===== src/rtl/leg_ldm_pkg.sv =====
// leg_ldm_pkg: shared types and constants for the LDM/STM micro-op sequencer
package leg_ldm_pkg;

    localparam int WORD_BYTES = 4;

    typedef enum logic [1:0] {
        IDLE,
        XFER,
        WB,
        DONE
    } state_t;

    // Encoding matches {p_bit, u_bit} so the mode is a direct cast of the two bits.
    typedef enum logic [1:0] {
        DA = 2'b00,
        IA = 2'b01,
        DB = 2'b10,
        IB = 2'b11
    } mode_t;

    // Byte span covered by n words.
    function automatic logic [31:0] word_span(input logic [4:0] n);
        return 32'(n) * 32'(WORD_BYTES);
    endfunction

    // Lowest transfer address; transfers always walk upwards from here.
    function automatic logic [31:0] first_addr(input mode_t m, input logic [31:0] b,
                                               input logic [4:0] n);
        logic [31:0] step;
        step = 32'(WORD_BYTES);
        return (m == IA) ? b :
               (m == IB) ? b + step :
               (m == DA) ? b - word_span(n) + step :
                           b - word_span(n);
    endfunction

endpackage


===== src/rtl/countones.sv =====
// countones: population count of a W-bit vector
module countones #(
    parameter int W  = 16,
    parameter int CW = $clog2(W + 1)
) (
    input  logic [W-1:0]  din,
    output logic [CW-1:0] cnt
);

    // Sum the set bits.
    always_comb begin
        cnt = '0;
        for (int i = 0; i < W; i++) cnt = cnt + CW'(din[i]);
    end

endmodule


===== src/rtl/lsb_find.sv =====
// lsb_find: lowest-set-bit priority encoder for a 16-bit register list
module lsb_find (
    input  logic [15:0] vec,
    output logic [3:0]  idx,
    output logic        any
);

    // Scan from the top so the lowest set bit wins.
    always_comb begin
        idx = '0;
        for (int i = 15; i >= 0; i--) if (vec[i]) idx = 4'(i);
    end

    assign any = |vec;

endmodule


===== src/rtl/ldm_stm_seq.sv =====
// ldm_stm_seq: expands an LDM/STM block transfer into per-register micro-ops
module ldm_stm_seq
    import leg_ldm_pkg::*;
(
    input  logic        clk,
    input  logic        reset,
    input  logic        start,
    output logic        start_ready,
    input  logic [15:0] reglist,
    input  logic [31:0] base,
    input  logic        p_bit,
    input  logic        u_bit,
    input  logic        w_bit,
    input  logic        l_bit,
    input  logic        flush,
    input  logic        uop_ready,
    output logic        uop_valid,
    output logic [3:0]  uop_reg,
    output logic [31:0] uop_addr,
    output logic        uop_load,
    output logic        wb_valid,
    output logic [31:0] wb_value,
    output logic        done
);

    state_t      state_q, state_d;
    logic [15:0] list_q, list_d;
    logic [31:0] addr_q, addr_d;
    logic [31:0] base_q, base_d;
    logic [4:0]  n_q, n_d;
    logic        u_q, u_d;
    logic        w_q, w_d;
    logic        l_q, l_d;

    logic [4:0]  n_new;
    logic [3:0]  idx;
    logic        any;
    logic [15:0] remaining;
    logic        hs;

    countones #(.W(16)) u_count (
        .din (reglist),
        .cnt (n_new)
    );

    lsb_find u_lsb (
        .vec (list_q),
        .idx (idx),
        .any (any)
    );

    assign start_ready = state_q == IDLE;
    assign uop_valid   = (state_q == XFER) && any;
    assign uop_reg     = uop_valid ? idx : 4'd0;
    assign uop_addr    = uop_valid ? addr_q : 32'd0;
    assign uop_load    = uop_valid & l_q;
    assign wb_valid    = state_q == WB;
    assign wb_value    = wb_valid ? (u_q ? base_q + word_span(n_q) : base_q - word_span(n_q)) : 32'd0;
    assign done        = state_q == DONE;
    assign hs          = uop_valid && uop_ready;
    assign remaining   = list_q & ~(16'd1 << idx);

    // Next-state and working-register updates; flush overrides everything.
    always_comb begin
        state_d = state_q;
        list_d  = list_q;
        addr_d  = addr_q;
        base_d  = base_q;
        n_d     = n_q;
        u_d     = u_q;
        w_d     = w_q;
        l_d     = l_q;
        if (flush) begin
            state_d = IDLE;
        end else begin
            case (state_q)
                IDLE: if (start) begin
                    list_d  = reglist;
                    base_d  = base;
                    n_d     = n_new;
                    u_d     = u_bit;
                    w_d     = w_bit;
                    l_d     = l_bit;
                    addr_d  = first_addr(mode_t'({p_bit, u_bit}), base, n_new);
                    state_d = (n_new == 5'd0) ? DONE : XFER;
                end
                XFER: if (hs) begin
                    list_d  = remaining;
                    addr_d  = addr_q + 32'(WORD_BYTES);
                    state_d = (remaining != 16'd0) ? XFER : (w_q ? WB : DONE);
                end else if (!any) begin
                    state_d = IDLE;
                end
                WB:      state_d = DONE;
                DONE:    state_d = IDLE;
                default: state_d = IDLE;
            endcase
        end
    end

    // State and latched transfer context.
    always_ff @(posedge clk or negedge reset) begin
        if (!reset) begin
            state_q <= IDLE;
            list_q  <= '0;
            addr_q  <= '0;
            base_q  <= '0;
            n_q     <= '0;
            u_q     <= 1'b0;
            w_q     <= 1'b0;
            l_q     <= 1'b0;
        end else begin
            state_q <= state_d;
            list_q  <= list_d;
            addr_q  <= addr_d;
            base_q  <= base_d;
            n_q     <= n_d;
            u_q     <= u_d;
            w_q     <= w_d;
            l_q     <= l_d;
        end
    end

endmodule


===== config.mk =====
export PLATFORM = sky130hd
export DESIGN_NAME = ldm_stm_seq
export DESIGN_NICKNAME = d
export VERILOG_FILES = /design/src/rtl/leg_ldm_pkg.sv /design/src/rtl/countones.sv /design/src/rtl/lsb_find.sv /design/src/rtl/ldm_stm_seq.sv
export SDC_FILE = /design/constraint.sdc
export NUM_CORES = 1
export LEC_CHECK = 0
export CAP_MARGIN = 30
export CORE_MARGIN = 2
export CORE_UTILIZATION = 55
export CTS_BUF_LIST = sky130_fd_sc_hd__clkbuf_8
export CTS_CLUSTER_SIZE = 14
export DETAILED_ROUTE_END_ITERATION = 8
export PLACE_DENSITY = 0.9
export SETUP_SLACK_MARGIN = 0.2
export SLEW_MARGIN = 10
export SYNTH_ARGS = -nofsm -noshare
export SYNTH_HDL_FRONTEND = slang
export SYNTH_SLANG_ARGS = --single-unit

===== constraint.sdc =====
create_clock -name clk -period 5.81 [get_ports clk]
set_input_delay 0.8715 -clock clk [delete_from_list [all_inputs] [get_ports clk]]
set_output_delay 0.8715 -clock clk [all_outputs]
set_load 0.02 [all_outputs]

* After elaboration in Yosys (flattened, before gate mapping) *
Index checks and enable logic that the tools add are counted.

word-level totals
  input bits = 57
  flip-flop bits (word level) = 90
  output and inout bits = 73

cells by class
  shifts and indexed selects = 1
  add/subtract/negate cells = 21
  bitwise operators = 4
  reductions and logical operators = 11
  muxes and demuxes = 37
  eq/ne operators = 9

operator list
  kind                   count
  $mux 32                8
  $add 32x3->32 const B  3
  $add 5x1->5            14
  $mux 4                 17
  $pmux 32 s2            1
  $sub 32x7->32          2
  $add 32x7->32          1
  $mux 16                2
  $pmux 16 s2            1
  $and 16x16->16         1
  $not 16->16            1
  $reduce_bool 16->1     1
  $reduce_or 16->1       1
  $shl 1x4->16 const A   1
  $mux 2                 6
  $pmux 2 s4             1
  $eq 2x2->1 const B     3
  $logic_not 5->1        1
  $eq 2x1->1 const B     2
  $logic_not 2->1        2
  $ne 2x2->1 const B     2
  $ne 4x4->1 const B     1
  $reduce_and 4->1       1
  $ne 3x2->1 const B     1
  8 further kinds        9

* Logic depth before layout (Yosys ltp) *
Gate-level depths: netlist of the first run.

  word-level depth = 24
  mapped depth = 25

* Hierarchy *
A second synthesis of the first run with hierarchy kept.

unflattened totals
  cell total of the unflattened synthesis = 1,231
  area total of the unflattened synthesis = 9,031.2 sq um

by module, submodules not included
  module       cells each  area an instance (sq um)  times used
  ldm_stm_seq  1,150       8,446.9                   1
  countones    47          407.9                     1
  lsb_find     34          176.4                     1

* Worst setup path after synthesis of the first run *
No wires, ideal clock.

  path kind = in2reg
  start point = input reglist[0]
  end point = register addr_q[16]
  stages on the path = 24
  slack = -1.530 ns
  data required time = 5.673 ns
  path buffers = 1
  library setup time = 0.137 ns
  data arrival time = 7.203 ns
  cells stage by stage = ha_1 -> inv_1 -> fa_1 -> inv_1 -> fa_1 -> fa_1 -> inv_1 -> fa_1 -> fa_1 -> fa_1 -> and2b_1 -> o21ai_0 -> ha_1 -> clkbuf_1 -> and3_1 -> o21a_1 -> or4_1 -> a222oi_1 -> nand2_1 -> nor3_1 -> mux2_2 -> o22ai_1 -> xnor2_1 -> a21oi_1

between the ends
  cells in the longest elaborated chain, start to end = 22

RTL lines
  what                          RTL line                              text
  from (decl)                   ldm_stm_seq.sv:9                      input logic [15:0] reglist,
  $add 1x1->2 *                 countones.sv:13                       for (int i = 0; i < W; i++) cnt = cnt + CW'(din[i]);
  $add 5x1->5 * (14 in series)  countones.sv:13
  $sub 32x7->32 *               leg_ldm_pkg.sv:33, leg_ldm_pkg.sv:34
  $add 32x3->32                 leg_ldm_pkg.sv:33                     (m == DA) ? b - word_span(n) + step :
  $mux 32 *                     leg_ldm_pkg.sv:33
  $mux 32 *                     leg_ldm_pkg.sv:32                     (m == IB) ? b + step :
  $mux 32 *                     leg_ldm_pkg.sv:31                     return (m == IA) ? b :
  $mux 32 *                     ldm_stm_seq.sv:77                     IDLE: if (start) begin
  $pmux 32 s2 *                 ldm_stm_seq.sv:76                     case (state_q)
  to (signal assigned)          ldm_stm_seq.sv:115                    addr_q <= addr_d;
  to (decl)                     ldm_stm_seq.sv:28                     logic [31:0] addr_q, addr_d;

Every way passes the cells marked *; elsewhere a longest branch is shown, timed or not. The select of a mux whose other input is x is not followed.
A chain may end at the register's enable or synchronous reset.

* Worst setup path after layout of the first run *
  start point = input reglist[1]
  end point = register addr_q[15]

Same word-level chain as after synthesis.

==> results of run 1 <==
metal layers:
metal / part of all wire / GRT usage / vias to the layer above / routed length [µm]
met5: 0 / 0 / - / 0
li1: - / - / 4937 / -
met2: 0.45 / 0.564 / 873 / 15200
met4: 0.042 / 0.113 / 0 / 1430
met1: 0.39 / 0.483 / 5081 / 13000
met3: 0.12 / 0.0809 / 185 / 4220
cells in the mapped netlist (all sizes together), types with 6 or more instances:
master and instances:
fa 12, o21ai 81, nor2 126, and3 18, nor4 12, nand4 19
o22ai 11, nor2b 15, and2 44, dfrtp 90, buf 10, nor3 45
nand2b 17, o31ai 8, a21oi 96, nand3 43, xor2 34, a21o 18
o21bai 6, mux2i 7, ha 43, or4 7, nand2 202, xnor2 47
inv 53, clkbuf 59, or3 7, o311ai 6, o21a 9, a31oi 16
a211oi 15
through the flow:
step	instances	TNS [ns]	area (µm²)	setup slack, ns
after floorplan	1271	-22.06	9390	-1.23
after global placement	1661	-40.48	11500	-1.68
after detailed placement	1662	-44.65	11500	-1.85
after CTS	1691	-24.54	12200	-1.12
after global routing	1700	-32.46	12500	-1.42
final	1700	-26.67	12500	-1.25
layout by cell type, fill, tap and decap left out, types with 10 or more instances in the layout:
cell type,count
and3_1,17
a21o_1,18
clkbuf_8,12
inv_1,47
nand4_1,19
buf_4,108
nor2_1,119
o21ai_0,66
xnor2_1,41
nand2b_1,14
ha_1,39
xor2_1,32
clkdlybuf4s50_1,117
nand2_1,199
nand3_1,39
nor3_1,34
a31oi_1,15
buf_6,26
dfrtp_1,89
and2_1,44
o21ai_1,10
a21oi_1,89
nor2b_1,10
sequential cells by signal, summed over array words and instances (netlist names):
register / cells
addr_q: 32
base_q: 32
list_q: 16
n_q: 5
state_q: 2
l_q: 1
u_q: 1
w_q: 1
power by group:
part	switching [mW]	leakage, nW	internal (mW)
logic	2.86	4.17	2.28
clock network	0.242	0.110	0.234
registers	0.361	1.09	0.931
area by class of cell:
type                    count  area [µm²]
flip-flops and latches     90        2250
clock inverters             4        50.0
well taps                 220         275
clock buffers              12         165
inverters                  54         205
repair buffers            262        2400
multi-input cells        1058        7180
fillers                  1154        4000
critical path, delay by kind of cell:
| family | cells | cell delay, ns |
|---|---|---|
| AOI/OAI and AO/OA | 6 | 1.62 |
| adders and majority gates | 8 | 3.37 |
| buffers and inverters | 7 | 0.77 |
| and+or+nand+nor | 4 | 0.64 |
path summary, 6_finish.rpt:
kind	from	endpoint	slack (ns)	depth (start not counted)
worst max-delay path	reglist[1]	addr_q[15]	-1.25	25
worst min-delay path	reset	list_q[1]	0.29	1
worst max register to register	list_q[7]	addr_q[18]	1.86	9
worst min register to register	base_q[0]	base_q[0]	0.47	2
max in group asynchronous	reset	addr_q[24]	4.57	3
min in group clk	base_q[0]	base_q[0]	0.47	2
kinds of logic after synthesis:
| logic type | count (synthesis) |
|---|---|
| AND/OR/NAND/NOR | 578 |
| AO/OA/AOI/OAI | 333 |
| buffers and inverters | 123 |
| flip-flops | 90 |
| XOR/XNOR | 81 |
| adder cells (fa/ha/maj) | 55 |
| multiplexers | 11 |
repair_timing:
action,CTS,global route
setup buffers,13,9
pin swaps,55,52
setup endpoints to repair,33,38
gates resized for setup,94,61
gates cloned,0,0
==> results.cfg, run 1 <==
[clock_tree]
clockBufferDepth = 2
cts_inserted_buffers = 9
root_buffer = clkbuf_8
cts.sinks = 90
clock_latency_ns = 0.38
htreeDepth = 3
tritoncts = built
clkTransAtPathRegs_ns = 0.10
holdBufCountCts = 0

[synthesis]
synthAdderAreaFrac = 0.0838
async_reset_ff_frac = 1.00
synthSimpleGateAreaFrac = 0.299
yosysWarnings = 0
syn_avg_cell_area_um2 = 7.30
synth-main-ff-cell = dfrtp_1
syn-cell-area_um2 = 9280
yosysUniqueCellTypes = 83
synth.area.mux_share = 0.0136
synth_top_area_frac = 0.243
synth_area_leaders = dfrtp_1, nand2_1, ha_1, a21oi_1, nor2_1
synth_top_cell_by_area = dfrtp_1
synth_seq_area_share = 0.243
synth-xor-area-share = 0.0780
synth_compound_area_frac = 0.232
syn_nets = 1383
synth_top_family_by_area = simple AND/OR/NAND/NOR gates
syn_inst = 1271
ys_ff_latch = 90
synth_edf_count = 0

[drt]
vias = 11100
drtIter0Drc = 1514
totalWireLength_mm = 33.9
ant_nets = 0
post_drt_wl_per_cell_um = 19.9
dr.pass1.iters = 6
via_per_inst = 6.52
route.detailed.drc = 0

[power_and_ir_drop]
power_leakage_nw = 5.37
vdd_drop_max_mv = 0.597
pwr_density_cell_nw_per_um2 = 552
p_total_mw = 6.91

[cells_and_area]
syn2layout_area_growth_pct = 34.9
n_antenna_cell = 0
fin_nets = 1587
fin_util = 0.758
drive_gt1_frac = 0.182

[floorplan]
die_w_um = 134
start_util = 0.562
die_height_um = 134
num_rows = 47
core_area_um2 = 16500
ios = 130
dieArea_um2 = 17900

[timing]
fin_hold_ws_ns = 0.289
finalCritPeriodShare = 1.21
final-setup-viol-count = 28
slew_headroom = 0.401
period_minus_slack_ns = 7.06
finClkSkew_ns = 0.0119
fmax_mhz = 142
layout_setup_ws_ns = -1.25
finalHoldViolations = 0
tightest_slew_ns = 0.896
slew_viol_final = 0
rsz0062_at_grt = yes

[outcome]
violations = negative setup slack
outcome = complete, but fails checks

[setup_path]
crit_fanout = 4
cp-end-kind = register
slowest_delay_ns = 0.55
startpoint_type = input pin
crit_required_ns = 6.06
critical_path_class = in -> reg
critPathSlowestCell = fa_1
path_common_cell = fa_1
crit_arrival_ns = 7.31

[job]
max_cap_viol_count = 0

[grt]
antenna_found_initial = 0
grt_max_degree = 59
grt_first_pass_wirelength_mm = 51.5
first_global_vias = 10100
grtUsageTotal = 0.355
grt_overflow = 0

[placed_design]
io_buffers = 129
place.gp.congestion = 0.984
dpl.hpwl_mm = 23.5

[min_path]
hold_class = in -> async
Note: power is estimated with default switching activity, not from simulation.
==> run 2: changes to the inputs <==
--- a/config.mk
+++ b/config.mk
@@ -5,15 +5,17 @@
 export SDC_FILE = /design/constraint.sdc
 export NUM_CORES = 1
 export LEC_CHECK = 0
+export ABC_AREA = 1
 export CAP_MARGIN = 30
-export CORE_MARGIN = 2
+export CORE_MARGIN = 10
 export CORE_UTILIZATION = 55
 export CTS_BUF_LIST = sky130_fd_sc_hd__clkbuf_8
 export CTS_CLUSTER_SIZE = 14
 export DETAILED_ROUTE_END_ITERATION = 8
-export PLACE_DENSITY = 0.9
+export PLACE_DENSITY = 0.89
 export SETUP_SLACK_MARGIN = 0.2
 export SLEW_MARGIN = 10
 export SYNTH_ARGS = -nofsm -noshare
 export SYNTH_HDL_FRONTEND = slang
 export SYNTH_SLANG_ARGS = --single-unit
+export TNS_END_PERCENT = 10
==> run 2 against run 1 <==
  * The run still ends with negative setup slack left
  * Maximum frequency rose by 12%
  * First-iteration DRC count fell by 35%
  * Via count rose by 5.0%
  * Clock power rose by 9.2%
  * Critical path type unchanged
  * Synthesized cell count rose by 27%
  * Total power fell by 18%
==> results.cfg, run 2 <==
[outcome]
outcome = complete, but fails checks
violations = negative setup slack

[clock_tree]
root_buffer = clkbuf_8
cts_inserted_buffers = 9
tritoncts = built
clockBufferDepth = 2
clkTransAtPathRegs_ns = 0.10
clock_latency_ns = 0.40
cts.sinks = 90
htreeDepth = 3

[synthesis]
yosysMostFrequentCell = nand2_1
synth_edf_count = 0
synth_top_cell_by_area = dfrtp_1
syn_nets = 1720
synth_area_leaders = dfrtp_1, nand2_1, inv_1, o21ai_0, nor2_1
synth_top_area_frac = 0.222
syn_avg_cell_area_um2 = 6.31
syn-cell-area_um2 = 10100
syn_inst = 1608
yosysUniqueCellTypes = 57
yosysWarnings = 0
yosys-top-cells-count = nand2_1, inv_1, nor2_1
synth_seq_area_share = 0.222
ys_ff_latch = 90
synth-main-ff-cell = dfrtp_1
async_reset_ff_frac = 1.00

[power_and_ir_drop]
pwr_density_cell_nw_per_um2 = 438
vdd_drop_max_mv = 0.328
power_leakage_nw = 6.19
internal-power_mw = 2.72
net-switching-power_mw = 2.93
switching_share = 0.519
combPwrFrac = 0.717
power_frac_seq = 0.191
clockPowerShare = 0.092
p_total_mw = 5.65

[drt]
dr.pass1.iters = 6
totalWireLength_mm = 34.6
drtIter0Drc = 989
post_drt_wl_per_cell_um = 16.9
ant_nets = 0
route.detailed.drc = 0
via_per_inst = 5.69
vias = 11600

[floorplan]
core_area_um2 = 18100
dieArea_um2 = 24300
die_height_um = 156
die_w_um = 156
num_rows = 49
start_util = 0.561
ios = 130

[timing]
final-setup-viol-count = 26
finalHoldViolations = 0
layout_setup_ws_ns = -0.463
finClkSkew_ns = 0.0175
slew_headroom = 0.525
slew_viol_final = 0
period_minus_slack_ns = 6.27
tns_ns = -8.76
tightest_slew_ns = 0.713
finalCritPeriodShare = 1.08
rsz0062_at_grt = yes
fmax_mhz = 159

[setup_path]
cp-end-kind = register
reg2reg_from = list_q[14]
r2r_end = addr_q[9]
crit_fanout = 4
slowest_delay_ns = 0.57
reg2reg_slack_ns = 3.00
critical_path_class = in -> reg
crit_arrival_ns = 6.57
rr_worst_depth = 14
critPathSlowestCell = fa_2
critPathLaunch = reglist[0]
crit_required_ns = 6.10
startpoint_type = input pin

[grt]
antenna_found_initial = 0
grt_overflow = 0
first_global_vias = 11100
grt_first_pass_wirelength_mm = 55.6
grt_max_degree = 75
grtUsageTotal = 0.279

[cells_and_area]
top_regs = addr_q x32, base_q x32, list_q x16
fin_nets = 1922
final_common_cell = nand2_1
finish.instance_area_um2 = 12900
final_cells = 2044
n_antenna_cell = 0
final_cell_mix = nand2_1, inv_1, nor2_1
syn2layout_area_growth_pct = 27.0
drive_gt1_frac = 0.148

[placed_design]
dpl.hpwl_mm = 27.1
place.gp.congestion = 0.983
pre_cts_ws_ns = -1.33
io_buffers = 129
placed_cells = 2017
dpl_cell_area_um2 = 12300

[job]
max_cap_viol_count = 0

[min_path]
hold_class = in -> async
run 2: cell count changes in the layout (fill, tap and decap cells not counted), sizes merged, moves of 17 or more:
cell	previous run	this run
inv	54	243
buf	136	112
nand3	43	113
xnor2	47	6
and2	44	0
nand2b	17	0
nand4	19	41
o21ai	81	152
nand2	202	392
nor2	126	197
and3	18	0
run 2: worst max path at each step:
stage                 endpoint  depth (start not counted)  slack [ns]
floorplan           addr_q[27]                         31       -0.46
global placement    addr_q[23]                         36       -1.29
detailed placement  addr_q[23]                         36       -1.33
CTS                 addr_q[18]                         30       -0.41
global route        addr_q[18]                         32       -0.70
finish              addr_q[23]                         29       -0.46
run 2: layer usage:
metal  global-route usage  vias up  share of wire
met2                0.473      486           0.49
met4               0.0976        0          0.029
met1                0.354     5386           0.42
met3               0.0405       75          0.068
met5                    0        -              0
li1                     -     5682              -
run 2: cells by family (layout without fill, tap and decap cells):
kind of cell / count (synthesis) / count (layout) / synth area share
and+or+nand+nor: 804 / 804 / 0.361
AOI/OAI and AO/OA: 312 / 312 / 0.175
buffers and inverters: 292 / 499 / 0.110
DFF: 90 / 90 / 0.222
adders and majority gates: 55 / 55 / 0.0767
xor gates and xnor gates: 55 / 55 / 0.0552
run 2: timing repair:
item,in CTS,in global routing
hold buffers,0,0
pin swaps,47,22
setup buffers,8,3
resized for setup,58,29
setup endpoints to repair,29,36
run 2: power by group through the flow:
stage | combinational (mW) | sequential (mW) | clock (mW)
floorplan | 2.56 | 1.02 | 0
finish | 4.05 | 1.08 | 0.520
detailed placement | 3.73 | 1.09 | 0
CTS | 3.89 | 1.07 | 0.526
global placement | 3.60 | 1.07 | 0
global route | 4.47 | 1.11 | 0.548
run 2: final cells by class:
class | count | area [µm²]
multi-input combinational | 1226 | 7040
timing repair buffer | 238 | 2160
tap | 229 | 287
clock buffer | 10 | 138
clock inverter | 6 | 96.3
inverter | 245 | 921
fill | 1568 | 5200
sequential | 90 | 2250
run 2: critical path, delay by kind of cell:
kind,cells,cell delay (ns)
AND/OR/NAND/NOR,13,1.42
buffers and inverters,6,0.36
XOR/XNOR,2,0.38
adder cells (fa/ha/maj),8,3.51
run 2: through the flow:
step,util,hold slack (ns)
final,0.712,0.417
after global routing,0.712,0.454
after CTS,0.707,0.421
after detailed placement,0.681,0.483
after global placement,0.679,0.477
after floorplan,-,0.449
